### src/rtl/i2c_pkg.sv
// Shared I2C command encoding and address width for the transaction sequencer
// and the byte engine it drives.
package i2c_pkg;

    localparam int ADDR_W = 7;

    typedef enum logic [1:0] {
        CMD_START = 2'd0,
        CMD_WRITE = 2'd1,
        CMD_READ  = 2'd2,
        CMD_STOP  = 2'd3
    } cmd_code_e;

endpackage

### src/rtl/i2c_txn_sequencer.sv
// Turns one {addr, rw, len} descriptor into START / address / data / STOP
// commands for an I2C byte engine, one command outstanding at a time.
module i2c_txn_sequencer
    import i2c_pkg::*;
#(
    parameter int LEN_W = 4
) (
    input  logic              clk_i,
    input  logic              rst_i,
    // Handshakes: a transfer happens on a rising edge where valid and ready
    // are both 1; a valid source holds its payload until that edge.
    input  logic              req_valid_i,
    output logic              req_ready_o,
    input  logic [ADDR_W-1:0] req_addr_i,
    input  logic              req_rw_i,
    input  logic [LEN_W-1:0]  req_len_i,
    input  logic [7:0]        wr_data_i,
    input  logic              wr_data_valid_i,
    output logic              wr_data_ready_o,
    output logic [7:0]        rd_data_o,
    output logic              rd_data_valid_o,
    output logic              cmd_valid_o,
    input  logic              cmd_ready_i,
    output logic [1:0]        cmd_code_o,
    output logic [7:0]        cmd_data_o,
    output logic              cmd_nack_o,
    input  logic              rsp_valid_i,
    input  logic              rsp_ack_i,
    input  logic [7:0]        rsp_data_i,
    output logic              done_o,
    output logic              err_o,
    output logic [2:0]        state_dbg_o
);

    typedef enum logic [2:0] {
        S_IDLE      = 3'd0,
        S_START     = 3'd1,
        S_ADDR      = 3'd2,
        S_ADDR_WAIT = 3'd3,
        S_DATA      = 3'd4,
        S_DATA_WAIT = 3'd5,
        S_STOP      = 3'd6,
        S_DONE      = 3'd7
    } state_e;

    localparam logic [LEN_W-1:0] CNT_ONE = LEN_W'(1);

    state_e            state_q, state_d;
    logic [ADDR_W-1:0] addr_q;
    logic              rw_q;
    logic              nack_q;
    logic [LEN_W-1:0]  cnt_q;
    logic              accept;
    logic              last_byte;
    cmd_code_e         cmd_code;

    assign accept      = (state_q == S_IDLE) && req_valid_i;
    // A zero count never reaches DATA; treat it as final so the counter cannot wrap.
    assign last_byte   = (cnt_q <= CNT_ONE);
    assign cmd_code_o  = cmd_code;
    assign state_dbg_o = state_q;

    always_ff @(posedge clk_i) begin
        if (rst_i) begin
            state_q <= S_IDLE;
        end else begin
            state_q <= state_d;
        end
    end

    always_ff @(posedge clk_i) begin
        if (rst_i) begin
            addr_q <= '0;
            rw_q   <= 1'b0;
            cnt_q  <= '0;
            nack_q <= 1'b0;
        end else begin
            if (accept) begin
                addr_q <= req_addr_i;
                rw_q   <= req_rw_i;
                cnt_q  <= req_len_i;
                nack_q <= 1'b0;
            end
            if (state_q == S_ADDR_WAIT && rsp_valid_i && !rsp_ack_i) begin
                nack_q <= 1'b1;
            end
            if (state_q == S_DATA_WAIT && rsp_valid_i) begin
                if (cnt_q != '0) begin
                    cnt_q <= cnt_q - CNT_ONE;
                end
                if (!rw_q && !rsp_ack_i) begin
                    nack_q <= 1'b1;
                end
            end
        end
    end

    always_comb begin
        state_d         = state_q;
        req_ready_o     = 1'b0;
        cmd_valid_o     = 1'b0;
        cmd_code        = CMD_START;
        cmd_data_o      = '0;
        cmd_nack_o      = 1'b0;
        wr_data_ready_o = 1'b0;
        rd_data_valid_o = 1'b0;
        rd_data_o       = '0;
        done_o          = 1'b0;
        err_o           = 1'b0;
        case (state_q)
            S_IDLE: begin
                req_ready_o = 1'b1;
                if (req_valid_i) state_d = S_START;
            end
            S_START: begin
                cmd_valid_o = 1'b1;
                if (cmd_ready_i) state_d = S_ADDR;
            end
            S_ADDR: begin
                cmd_valid_o = 1'b1;
                cmd_code    = CMD_WRITE;
                cmd_data_o  = {addr_q, rw_q};
                if (cmd_ready_i) state_d = S_ADDR_WAIT;
            end
            S_ADDR_WAIT: begin
                if (rsp_valid_i) begin
                    state_d = (!rsp_ack_i || cnt_q == '0) ? S_STOP : S_DATA;
                end
            end
            S_DATA: begin
                if (!rw_q) begin
                    // Write bytes pass straight through from the stream to the engine.
                    wr_data_ready_o = cmd_ready_i;
                    cmd_valid_o     = wr_data_valid_i;
                    cmd_code        = CMD_WRITE;
                    cmd_data_o      = wr_data_i;
                    if (wr_data_valid_i && cmd_ready_i) state_d = S_DATA_WAIT;
                end else begin
                    cmd_valid_o = 1'b1;
                    cmd_code    = CMD_READ;
                    cmd_nack_o  = last_byte;
                    if (cmd_ready_i) state_d = S_DATA_WAIT;
                end
            end
            S_DATA_WAIT: begin
                if (rsp_valid_i) begin
                    if (rw_q) begin
                        rd_data_valid_o = 1'b1;
                        rd_data_o       = rsp_data_i;
                    end
                    if ((!rw_q && !rsp_ack_i) || last_byte) begin
                        state_d = S_STOP;
                    end else begin
                        state_d = S_DATA;
                    end
                end
            end
            S_STOP: begin
                cmd_valid_o = 1'b1;
                cmd_code    = CMD_STOP;
                if (cmd_ready_i) state_d = S_DONE;
            end
            S_DONE: begin
                done_o  = 1'b1;
                err_o   = nack_q;
                state_d = S_IDLE;
            end
            default: state_d = S_IDLE;
        endcase
    end

endmodule

### config.mk
export PLATFORM = sky130hd
export DESIGN_NAME = i2c_txn_sequencer
export DESIGN_NICKNAME = d
export VERILOG_FILES = /design/src/rtl/i2c_pkg.sv /design/src/rtl/i2c_txn_sequencer.sv
export SDC_FILE = /design/constraint.sdc
export NUM_CORES = 1
export LEC_CHECK = 0
export ABC_AREA = 1
export CORE_ASPECT_RATIO = 1.75
export CORE_MARGIN = 8
export CORE_UTILIZATION = 42
export CTS_CLUSTER_DIAMETER = 150
export DETAILED_ROUTE_END_ITERATION = 16
export PLACE_DENSITY = 0.94
export SLEW_MARGIN = 5
export SYNTH_ARGS = -nofsm -noshare
export SYNTH_HDL_FRONTEND = slang
export SYNTH_SLANG_ARGS = --single-unit
### constraint.sdc
create_clock -name clk_i -period 4.2 [get_ports clk_i]
set_clock_uncertainty 0.1 [all_clocks]
set_input_delay 0.84 -clock clk_i [delete_from_list [all_inputs] [get_ports clk_i]]
set_output_delay 0.84 -clock clk_i [all_outputs]
set_load 0.02 [all_outputs]
==> reports/qor.yml <==
crit_slowest_cell: "clkdlybuf4s50_1"
die_area_um2: 4801
grt_util_all_layers_pct: 15.80
ys.flop_type: "dfxtp_1"
hold_viol: 0
power-per-cell-area_nw_per_um2: 468.6
holdWs_ps: 348.9
rsz0062_at_grt: "no"
max-vdd-ir-drop_uv: 473.7
clk_pin_slew_ps: 60
clk_latency_ps: 250
ys_top_cells_by_count: "nand2_1, inv_1, a21oi_1, nor2_1, nand3_1"
ios: 63
end_kind: "output pin"
post-synth-top-area-fraction_pct: 27.35
fmax_mhz: 299.6
async_reset_ff_share_pct: 0
syn2layout_area_growth_pct: 56.09
clock-sinks: 16
ys_ff_latch: 16
nets: 281
min_path_cells: 2
drc: 0
routedWlPerCell_um: 14.23
grt_pass1_wl_um: 6292
cts.repair.resized: 0
grt_max_degree: 24
vias_per_cell: 5.163
finalCritPeriodShare_pct: 79.47
start_util_pct: 43.53
crit_top_cell: "clkdlybuf4s50_1"
min_period_ps: 3338
start_kind: "primary input"
status: "finished clean"
hold_buffers: 0
synth-seq-area-share_pct: 27.35
tightest_slew_ps: 794.3
drv_slew: 0
cts_buffer_depth: 2
power_leakage_nw: 0.7704
antenna_left: 0
antenna_found_initial: 0
path_buf_inv: 3
synth_area_leaders: "dfxtp_1, nand2_1, inv_1"
place.gp.congestion: 0.9101
synth.most_common_cell: "nand2_1"
synth_area_leader_cell: "dfxtp_1"
r2r-end: "state_dbg_o[0]$_SDFFE_PP0P_"
synth_warnings: 0
synthCells: 184
vias: 1394
syn_area_per_cell_um2: 6.365
max_stage_delay_ps: 620
drtIter0Drc: 28
cts_tree: "built"
cts-root-buf: "clkbuf_8"
cts_buffers: 3
path_cells: "clkdlybuf4s50_1, nand2_1, nor2_2, inv_2, nor2_1, clkdlybuf4s50_1"
crit_family: "buffers and inverters"
hold_path_class: "flip-flop to flip-flop"
n_antenna_cell: 0
die_height_um: 85.86
cap_violations: 0
postCtsSetupBuffers: 0
regToRegStartpoint: "state_dbg_o[2]$_SDFFE_PP0P_"
syn-num-nets: 221
crit_type: "primary input to output pin"
overflow: 0
synth_edf_count: 0
dp_slack_ps: 868.5
dp_hpwl_um: 3134
hold_start: "addr_q[2]$_SDFFE_PP0P_"
htree_levels: 1
crit_fanout: 8
max_slew_margin_pct: 46.85
wirelength_um: 3841
dieWidth_um: 55.92
rows: 25
r2r_setup_slack_ps: 2350
first_global_vias: 1395
p_total_mw: 0.8567
worstPathArrival_ps: 2400
r2r_cells: 8
holdPathEnd: "addr_q[2]$_SDFFE_PP0P_"
fin_tns_setup_ps: 0
netlist-cell-type-count: 26
drt-pass1-iter-count: 4
setup_slack_ps: 862.2
portBuffers: 62
drive_above_1_share_pct: 9.465
setup_viol: 0
core_area_um2: 2690
required_ps: 3260
syn-cell-area_um2: 1171
[per-stage QoR]
stage	utilization, %	instance area [um^2]	std cells
final	67.95	1828	270
after floorplan	-	1171	184
after CTS	67.95	1828	270
after detailed placement	65.91	1773	266
after global placement	65.91	1773	266
after global routing	67.95	1828	270
[layout make-up]
class / count / area, um^2
clock buffers: 4 / 55.05
fillers: 224 / 862.1
well taps: 27 / 33.78
repair buffers: 62 / 620.6
flip-flops and latches: 16 / 320.3
multi-input cells: 130 / 676.9
inverters: 31 / 121.4
[kinds of logic (layout without fill, tap and decap cells)]
| logic type | Yosys count | in the layout | synth area share [%] |
|---|---|---|---|
| adders and majority gates | 2 | 2 | 2.136 |
| and+or+nand+nor | 83 | 83 | 34.94 |
| xor gates and xnor gates | 2 | 2 | 1.496 |
| buffers and inverters | 38 | 97 | 14.85 |
| AOI/OAI and AO/OA | 43 | 43 | 19.23 |
| DFF | 16 | 16 | 27.35 |
[how the worst max path moves through the flow]
stage | start | end | slack, ps | cells past startpoint
after global placement | rsp_valid_i | rd_data_o[0] | 940 | 6
after CTS | rsp_valid_i | rd_data_o[7] | 870 | 6
after detailed placement | rsp_valid_i | rd_data_o[7] | 870 | 6
after global routing | rsp_valid_i | rd_data_o[7] | 790 | 6
after floorplan | state_dbg_o[0]$_SDFFE_PP0P_ | rd_data_o[0] | 1640 | 9
final | rsp_valid_i | rd_data_o[7] | 860 | 6
[cells in the final DEF, fill, tap and decap left out, drive strengths merged]
cell / synthesis / final
nand3: 17 / 17
inv: 31 / 31
nand2: 33 / 33
ha: 2 / 2
xnor2: 1 / 1
o21ai: 21 / 21
nor4: 1 / 1
dfxtp: 16 / 16
o211ai: 3 / 3
nor3: 3 / 3
nor2: 27 / 27
xor2: 1 / 1
o21bai: 1 / 1
clkdlybuf4s50: 0 / 62
or2: 1 / 1
a21oi: 18 / 18
clkbuf: 2 / 4
nand4: 1 / 1
[state kept, by name (all words and copies together) (netlist names)]
name         count
addr_q           7
cnt_q            4
nack_q           1
rw_q             1
state_dbg_o      3
[where the power goes]
part	internal, mW	switching, mW
sequential	0.195	0.0475
combinational	0.191	0.287
clock	0.0832	0.0530
total	0.469	0.388
[layer usage]
| layer | up-vias | GRT usage, % | share of wire [%] | wire length (um) |
|---|---|---|---|---|
| met3 | 10 | 3.254 | 4.1 | 156 |
| li1 | 710 | - | - | - |
| met5 | - | 0 | 0 | 0 |
| met2 | 39 | 30.94 | 57 | 2192 |
| met1 | 635 | 14.40 | 35 | 1363 |
| met4 | 0 | 8.571 | 3.3 | 128 |
[worst register-to-register path: stages (launching register included)]
cell	delay, ps
dfxtp_1	660
inv_2	220
nor2_4	270
nand3_1	110
nand2_1	110
nor2_2	50
nand2_2	80
nand2_1	50
a21oi_1	130
No activity file was read; power rests on OpenSTA's default activity.
